## src/rtl/lsu_mem_ctrl.sv

```systemverilog
// Load/store initiator between the MEM stage and a word-wide, byte-lane data RAM.
// One request in flight; big-endian lanes (sel[3] / data[31:24] is byte offset 0).
module lsu_mem_ctrl #(
    parameter int ADDR_W      = 32,
    parameter bit ALIGN_CHECK = 1'b1
) (
    input  logic              clk,
    input  logic              rst,
    input  logic              flush,
    input  logic              req_valid,
    output logic              req_ready,
    input  logic [3:0]        req_op,
    input  logic [ADDR_W-1:0] req_addr,
    input  logic [31:0]       req_wdata,
    input  logic [4:0]        req_wd,
    output logic              resp_valid,
    output logic [31:0]       resp_rdata,
    output logic [4:0]        resp_wd,
    output logic              resp_wreg,
    output logic              exc_adel,
    output logic              exc_ades,
    output logic              stall_req,
    output logic              mem_ce,
    output logic              mem_we,
    output logic [ADDR_W-1:0] mem_addr,
    output logic [3:0]        mem_sel,
    output logic [31:0]       mem_data_o,
    input  logic [31:0]       mem_data_i
);
    typedef enum logic [3:0] {
        OP_LB = 4'd0, OP_LBU = 4'd1, OP_LH = 4'd2, OP_LHU = 4'd3, OP_LW = 4'd4,
        OP_SB = 4'd8, OP_SH  = 4'd9, OP_SW = 4'd10
    } op_e;

    typedef enum logic [1:0] {S_IDLE, S_ACCESS, S_RESP} state_e;

    state_e            r_state, w_next;
    op_e               r_op;
    logic [ADDR_W-1:0] r_addr;
    logic [31:0]       r_wdata;
    logic [4:0]        r_wd;
    logic [31:0]       r_rdata;
    logic              r_wreg, r_adel, r_ades;

    logic              w_legal, w_half, w_word, w_misaligned, w_accept, w_kill;
    logic [ADDR_W-1:0] w_addr_fix;
    logic [7:0]        w_byte;
    logic [15:0]       w_hword;
    logic [31:0]       w_load_data;

    // NOTE: every always_comb output gets a default first so no path can infer a latch.
    always_comb begin
        w_legal = 1'b0;
        w_half  = 1'b0;
        w_word  = 1'b0;
        case (req_op)
            OP_LB, OP_LBU, OP_SB: w_legal = 1'b1;
            OP_LH, OP_LHU, OP_SH: begin w_legal = 1'b1; w_half = 1'b1; end
            OP_LW, OP_SW:         begin w_legal = 1'b1; w_word = 1'b1; end
            default:              w_legal = 1'b0;
        endcase
        w_misaligned = (w_half & req_addr[0]) | (w_word & (|req_addr[1:0]));
        // Without alignment checking the offending low address bits are simply dropped.
        w_addr_fix = req_addr;
        if (!ALIGN_CHECK && w_half) w_addr_fix[0]   = 1'b0;
        if (!ALIGN_CHECK && w_word) w_addr_fix[1:0] = 2'b00;
    end

    assign w_kill    = flush | rst;
    assign req_ready = (r_state == S_IDLE) & ~flush;
    assign w_accept  = req_ready & req_valid & w_legal;
    assign stall_req = (r_state != S_IDLE);

    always_comb begin
        w_next = r_state;
        case (r_state)
            S_IDLE:   if (w_accept) w_next = (ALIGN_CHECK && w_misaligned) ? S_RESP : S_ACCESS;
            S_ACCESS: w_next = S_RESP;
            S_RESP:   w_next = S_IDLE;
            default:  w_next = S_IDLE;
        endcase
        if (flush) w_next = S_IDLE;
    end

    // RAM port is live only in ACCESS, and a flush/reset drops the access in the same cycle.
    always_comb begin
        mem_ce     = (r_state == S_ACCESS) & ~w_kill;
        mem_we     = mem_ce & r_op[3];
        mem_addr   = '0;
        mem_sel    = 4'b0000;
        mem_data_o = 32'h0;
        if (mem_ce) begin
            mem_addr = {r_addr[ADDR_W-1:2], 2'b00};
            case (r_op)
                OP_SB:   begin mem_sel = 4'b1000 >> r_addr[1:0]; mem_data_o = {4{r_wdata[7:0]}};  end
                OP_SH:   begin mem_sel = r_addr[1] ? 4'b0011 : 4'b1100; mem_data_o = {2{r_wdata[15:0]}}; end
                OP_SW:   begin mem_sel = 4'b1111; mem_data_o = r_wdata; end
                default: mem_sel = 4'b1111;
            endcase
        end
    end

    always_comb begin
        case (r_addr[1:0])
            2'd0:    w_byte = mem_data_i[31:24];
            2'd1:    w_byte = mem_data_i[23:16];
            2'd2:    w_byte = mem_data_i[15:8];
            default: w_byte = mem_data_i[7:0];
        endcase
        w_hword = r_addr[1] ? mem_data_i[15:0] : mem_data_i[31:16];
        case (r_op)
            OP_LB:   w_load_data = {{24{w_byte[7]}}, w_byte};
            OP_LBU:  w_load_data = {24'h0, w_byte};
            OP_LH:   w_load_data = {{16{w_hword[15]}}, w_hword};
            OP_LHU:  w_load_data = {16'h0, w_hword};
            OP_LW:   w_load_data = mem_data_i;
            default: w_load_data = 32'h0;
        endcase
    end

    assign resp_valid = (r_state == S_RESP) & ~w_kill;
    assign resp_rdata = resp_valid ? r_rdata : 32'h0;
    assign resp_wd    = resp_valid ? r_wd    : 5'h0;
    assign resp_wreg  = resp_valid & r_wreg;
    assign exc_adel   = resp_valid & r_adel;
    assign exc_ades   = resp_valid & r_ades;

    // NOTE: sequential state uses non-blocking assignments only, so all registers update together.
    always_ff @(posedge clk) begin
        if (rst) begin
            r_state <= S_IDLE;
            r_op    <= OP_LB;
            r_addr  <= '0;
            r_wdata <= 32'h0;
            r_wd    <= 5'h0;
            r_rdata <= 32'h0;
            r_wreg  <= 1'b0;
            r_adel  <= 1'b0;
            r_ades  <= 1'b0;
        end else begin
            r_state <= w_next;
            if (w_accept) begin
                r_op    <= op_e'(req_op);
                r_addr  <= w_addr_fix;
                r_wdata <= req_wdata;
                r_wd    <= req_wd;
                r_rdata <= 32'h0;
                r_wreg  <= 1'b0;
                r_adel  <= ALIGN_CHECK && w_misaligned && !req_op[3];
                r_ades  <= ALIGN_CHECK && w_misaligned &&  req_op[3];
            end else if (r_state == S_ACCESS && !flush) begin
                r_rdata <= r_op[3] ? 32'h0 : w_load_data;
                r_wreg  <= ~r_op[3];
            end
        end
    end

endmodule
```

## config.mk

```make
export PLATFORM = sky130hd
export DESIGN_NAME = lsu_mem_ctrl
export DESIGN_NICKNAME = d
export VERILOG_FILES = /design/src/rtl/lsu_mem_ctrl.sv
export SDC_FILE = /design/constraint.sdc
export NUM_CORES = 1
export LEC_CHECK = 0
export ABC_AREA = 1
export BUFFER_PORTS_ARGS = -buffer_cell sky130_fd_sc_hd__buf_4
export CAP_MARGIN = 20
export CORE_ASPECT_RATIO = 1.25
export CORE_MARGIN = 10
export CORE_UTILIZATION = 47
export DETAILED_ROUTE_END_ITERATION = 12
export PLACE_DENSITY = 0.77
export SLEW_MARGIN = 10
export SYNTH_ARGS = -nofsm -noshare
export SYNTH_HDL_FRONTEND = slang
export SYNTH_SLANG_ARGS = --single-unit
export TNS_END_PERCENT = 50
```

## constraint.sdc

```tcl
create_clock -name clk -period 2.7 [get_ports clk]
set_clock_uncertainty 0.1 [all_clocks]
set_input_delay 0.135 -clock clk [delete_from_list [all_inputs] [get_ports clk]]
set_output_delay 0.135 -clock clk [all_outputs]
set_load 0.01 [all_outputs]
```

==> flow_summary.json, run 1 <==
{
  "yosysWarnings": 0,
  "syn-instance-count": 929,
  "holdCritStartpoint": "mem_data_i[2]",
  "grt_max_degree": 69,
  "synth-seq-cells": 110,
  "reg2reg_depth": 7,
  "vias": 6819,
  "worstMarginPinSlew_ns": 0.692,
  "synth_area_um2": 5710,
  "gp_congestion": 0.886,
  "regToRegStartpoint": "r_addr[1]",
  "p_leak_nw": 3.77,
  "post-place-ws_ns": 0.622,
  "area_delta_synth_final_pct": 48.8,
  "io_pins": 222,
  "cts_htree_levels": 3,
  "n_fill_cell": 1015,
  "drv_cap": 0,
  "slew-limit-headroom_pct": 53.8,
  "numClockSinks": 110,
  "rows": 44,
  "period_needed_ns": 2.36,
  "finalSetupTns_ns": 0,
  "clk_latency_ns": 0.35,
  "cp_max_fo": 21,
  "async_flop_share_pct": 0,
  "wl_per_cell_um": 16.2,
  "yosysMostFrequentCell": "nand2_1",
  "die_w_um": 119,
  "clockBufferDepth": 2,
  "nNetsFinal": 1305,
  "path_class": "reg -> out",
  "holdPathStages": 5,
  "synth_cell_types": 28,
  "drcViolationCount": 0,
  "routed_wl_mm": 22.1,
  "synth_common_cells": "nand2_1, nor2_1, inv_1",
  "peakVddDrop_uv": 429,
  "synth.area.top_cells": "dfxtp_1, nand2_1, nor2_1",
  "firstDrtPassIters": 5,
  "yosysSeqAreaShare_pct": 38.6,
  "top_usage_layer": "met2",
  "fin_cells": 1366,
  "portBuffers": 219,
  "first_iter_violations": 435,
  "yosys.area.top_type": "dfxtp_1",
  "antenna_left": 0,
  "overflow": 0,
  "hpwl_mm": 15.0,
  "rsz0062_at_grt": "no",
  "finalSetupViolCount": 0,
  "met2_usage_pct": 43.8,
  "post_cts_buffers": 0,
  "dpl.cell_count": 1272,
  "fin_area_um2": 8490,
  "grt_pass1_vias": 6931,
  "path_clk_slew_ns": 0.08,
  "synth-edff-count": 0,
  "hold_class": "in -> reg",
  "cts_tree": "done",
  "required_ns": 2.47,
  "outcome": "complete, no violations",
  "antenna_found_initial": 3,
  "worstPathArrival_ns": 2.12,
  "grt_use_met1_pct": 27.0,
  "worstSetupEndpointType": "primary output",
  "grt_use_met3_pct": 7.89,
  "fin_crit_sh_pct": 87.3,
  "timing.final.hold_violations": 0,
  "drive_above_1_share_pct": 22.6,
  "dieArea_um2": 17000,
  "placed_area_um2": 7420,
  "final_max_slew_viol_count": 0,
  "syn_avg_cell_area_um2": 6.14,
  "start_kind": "flop",
  "final_util_pct": 72.4,
  "vias_per_cell": 4.99,
  "grt.total_usage_pct": 25.0,
  "cts_buffers": 9,
  "die_h_um": 143,
  "timing.fmax_mhz": 424,
  "initial_core_util_pct": 48.7,
  "setup_slack_ns": 0.342,
  "synth.top_cell.area_share_pct": 38.6,
  "ys.flop_type": "dfxtp_1",
  "core_area_um2": 11700,
  "grt_pass1_wl_mm": 34.8,
  "startpoint": "r_state[1]",
  "p_per_area_nw_per_um2": 421,
  "clock-root-buffer": "clkbuf_16"
}
## area by class of cell
class	instances	area [um^2]	share of cell area [%]
Antenna cell	4	10.0	0.118
Clock buffer	10	239	2.82
Clock inverter	6	52.6	0.619
Inverter	143	537	6.32
Multi-Input combinational cell	628	2730	32.1
Sequential cell	110	2200	25.9
Tap cell	161	201	2.37
Timing Repair Buffer	304	2520	29.7
## cell usage in the layout, fill, tap and decap left out, drive strengths merged
| master | count |
|---|---|
| nand2 | 243 |
| buf | 231 |
| nor2 | 177 |
| inv | 146 |
| dfxtp | 110 |
| o21ai | 81 |
| dlygate4sd3 | 73 |
| a21oi | 60 |
| nand3 | 51 |
| clkbuf | 10 |
| o22ai | 5 |
| diode | 4 |
| nand3b | 2 |
| o21bai | 2 |
| conb | 2 |
| clkinv | 2 |
| nor3 | 1 |
| a31oi | 1 |
| o211ai | 1 |
| o31ai | 1 |
| or2 | 1 |
| clkinvlp | 1 |
## logic make-up after synthesis
family                 synth area share [%]
and+or+nand+nor                        33.2
buffers and inverters                  13.9
AOI/OAI and AO/OA                      14.2
DFF                                    38.6
other                                0.0657
## critical path, cell delays in order, from the launching register on
cell	delay, ns
dfxtp_1	0.37
nor3_4	0.24
nand2_2	0.32
a31oi_4	0.38
nand2_2	0.14
o21ai_1	0.16
buf_4	0.14
## metrics by stage
step           power [mW]  hold slack, ns
3_5_place_dp         2.17           0.226
3_3_place_gp         2.17           0.224
2_1_floorplan        1.97           0.138
5_1_grt              3.73          0.0951
6_report             3.58          0.0650
4_1_cts              3.57          0.0427
## repair_timing
item	in CTS	in global routing
hold endpoints to repair	74	0
gates resized for setup	0	1
setup endpoints to repair	0	2
hold buffers	73	0
## registers in the layout, summed over array words and instances (netlist names)
name     cells
r_adel       1
r_wreg       1
r_addr      32
r_wd         5
r_rdata     32
r_ades       1
r_op         4
r_wdata     32
r_state      2
## metal layers
metal | wire length, um | share of wire (%)
met5 | 0 | 0
met4 | 893 | 4.0
met3 | 1890 | 8.5
met2 | 11000 | 50
met1 | 8320 | 38
## where the power goes
group / switching (mW) / internal [mW]
logic: 0.283 / 0.262
clock network: 0.667 / 0.670
registers: 0.0254 / 1.67
## path summary, 6_finish.rpt
path                          to  slack (ns)
setup / recovery  mem_data_o[11]        0.34
hold / removal        r_rdata[2]        0.07
setup reg to reg      r_rdata[9]        0.58
hold reg to reg      r_rdata[11]        0.37
Power figures use the tool's default switching activity.
==> run 2, diff against run 1 <==
==> constraint.sdc (replaced) <==
create_clock -name clk -period 2.2 [get_ports clk]
set_clock_uncertainty 0.1 [all_clocks]
set_input_delay 0.11 -clock clk [delete_from_list [all_inputs] [get_ports clk]]
set_output_delay 0.11 -clock clk [all_outputs]
set_load 0.01 [all_outputs]
==> run 2 against run 1 <==
  * Worst setup slack got worse by 0.27 ns
  * Clock-buffer cell count did not move
  * Clock power rose by 37%
  * Design area rose by 1.7%
  * Total power rose by 29%
  * First-iteration DRC count rose by 12%
  * Critical path type unchanged
  * Largest cell class unchanged
  * Highest routed layer unchanged
==> flow_summary.json, run 2 (synthesis gave the netlist of run 1 again) <==
{
  "outcome": "complete, no violations",
  "timing.final.hold_violations": 0,
  "worstSetupEndpointType": "primary output",
  "comb_power_share_pct": 15.0,
  "path_clk_slew_ns": 0.07,
  "period_needed_ns": 2.13,
  "dieArea_um2": 17000,
  "drive_above_1_share_pct": 23.8,
  "slew-limit-headroom_pct": 64.0,
  "worstPathArrival_ns": 1.92,
  "numClockSinks": 110,
  "cts_tree": "done",
  "rows": 44,
  "overflow": 0,
  "routed_wl_mm": 22.2,
  "p_leak_nw": 3.88,
  "clock-root-buffer": "clkbuf_16",
  "grt_max_degree": 55,
  "vias_per_cell": 5.07,
  "start_kind": "flop",
  "cp_max_fo": 9,
  "io_pins": 222,
  "worstMarginPinSlew_ns": 0.538,
  "area_delta_synth_final_pct": 51.3,
  "finalSetupViolCount": 0,
  "vias": 6976,
  "rsz0062_at_grt": "yes",
  "die_w_um": 119,
  "fin_cells": 1375,
  "seqPwrFrac_pct": 45.2,
  "p_int_mw": 3.42,
  "dpl.cell_count": 1279,
  "worst-path-buf-inv": 5,
  "wl_per_cell_um": 16.2,
  "crit_chain": "inv_2, nor2_4, buf_6, nand2_4, a31oi_4, buf_4, o21ai_0, inv_1, buf_4",
  "final_util_pct": 73.6,
  "hold-worst-slack_ns": 0.0249,
  "hold_class": "in -> reg",
  "core_area_um2": 11700,
  "p_per_area_nw_per_um2": 533,
  "path_class": "reg -> out",
  "final_cell_mix": "buf_4, nand2_1, nor2_1",
  "portBuffers": 219,
  "firstDrtPassIters": 5,
  "cts_buffers": 9,
  "final_max_slew_viol_count": 0,
  "nNetsFinal": 1317,
  "p_switching_mw": 1.18,
  "pwr-share-clk_pct": 39.8,
  "gp_congestion": 0.904,
  "die_h_um": 143,
  "antenna_left": 0,
  "peakVddDrop_uv": 433,
  "drv_cap": 0,
  "cts_htree_levels": 3,
  "slowest_stage": "dfxtp_1",
  "timing.fmax_mhz": 470,
  "switching_share_pct": 25.6,
  "grt_pass1_vias": 7024,
  "clockBufferDepth": 2,
  "first_iter_violations": 487,
  "grt.total_usage_pct": 25.0,
  "reg_top3": "r_addr: 32 flops, r_rdata: 32 flops, r_wdata: 32 flops",
  "crit_family": "buffers and inverters",
  "critPathMostFrequentCell": "buf_4",
  "hpwl_mm": 14.9,
  "mostFrequentLayoutCell": "buf_4",
  "drcViolationCount": 0,
  "fin_crit_sh_pct": 96.6,
  "critPathMaxStageDelay_ns": 0.34,
  "antenna_found_initial": 1,
  "required_ns": 1.99,
  "grt_pass1_wl_mm": 34.8,
  "clk_latency_ns": 0.35,
  "initial_core_util_pct": 48.7
}
-- run 2: cell types whose count changed in the layout (fill, tap and decap cells not counted), sizes merged --
cell      delta
inv          -1
buf         +12
bufinv       +2
diode        -3
clkinvlp     -1
-- run 2: tightest hold or removal path: cells and delay by family --
kind | cells | cell delay, ns
AND/OR/NAND/NOR | 2 | 0.12
buffers and inverters | 1 | 0.13
AO/OA/AOI/OAI | 1 | 0.07
-- run 2: final timing paths --
check                   start              to  slack [ns]  cells past startpoint
setup / recovery      r_op[3]  mem_data_o[24]        0.07                      9
hold / removal          flush      r_state[1]        0.02                      4
setup reg to reg   r_state[1]       r_addr[2]        0.33                      9
hold reg to reg   r_rdata[11]     r_rdata[11]        0.36                      2
-- run 2: cell type report --
class,instances,area (um^2)
timing repair buffer,316,2600
antenna,1,2.50
multi-input combinational,628,2770
clock inverter,6,91.3
tap,161,201
fill,919,3090
sequential,110,2200
inverter,143,537
clock buffer,10,239
-- run 2: per-layer routing --
metal,global-route usage (%),wire length (um),vias to the layer above
li1,-,-,3392
met1,26.2,8200,3179
met2,43.4,10900,330
met3,7.61,1980,75
met4,14.9,1140,0
met5,0,0,-
-- run 2: stage by stage --
| stage | setup TNS [ns] | setup WS, ns | cell area (um^2) | power, mW |
|---|---|---|---|---|
| after detailed placement | 0 | 0.296 | 7480 | 2.67 |
| after global placement | 0 | 0.373 | 7480 | 2.66 |
| after floorplan | 0 | 0.592 | 5710 | 2.42 |
| final | 0 | 0.0744 | 8630 | 4.60 |
| after global routing | -0.0166 | -0.0132 | 8630 | 4.76 |
| after CTS | 0 | 0.0275 | 8560 | 4.58 |
-- run 2: power by group through the flow --
stage / Combinational [mW] / Sequential [mW] / Clock, mW
final: 0.690 / 2.08 / 1.83
after CTS: 0.660 / 2.08 / 1.84
after detailed placement: 0.547 / 2.12 / 0
after global routing: 0.757 / 2.09 / 1.92
after global placement: 0.543 / 2.12 / 0
after floorplan: 0.302 / 2.11 / 0
-- run 2: repair_timing --
item	in CTS	in global routing
endpoints found under the setup margin	14	30
setup buffers	2	4
hold buffers	73	0
hold endpoints to repair	74	0
pin swaps	1	2
gates resized for setup	2	11
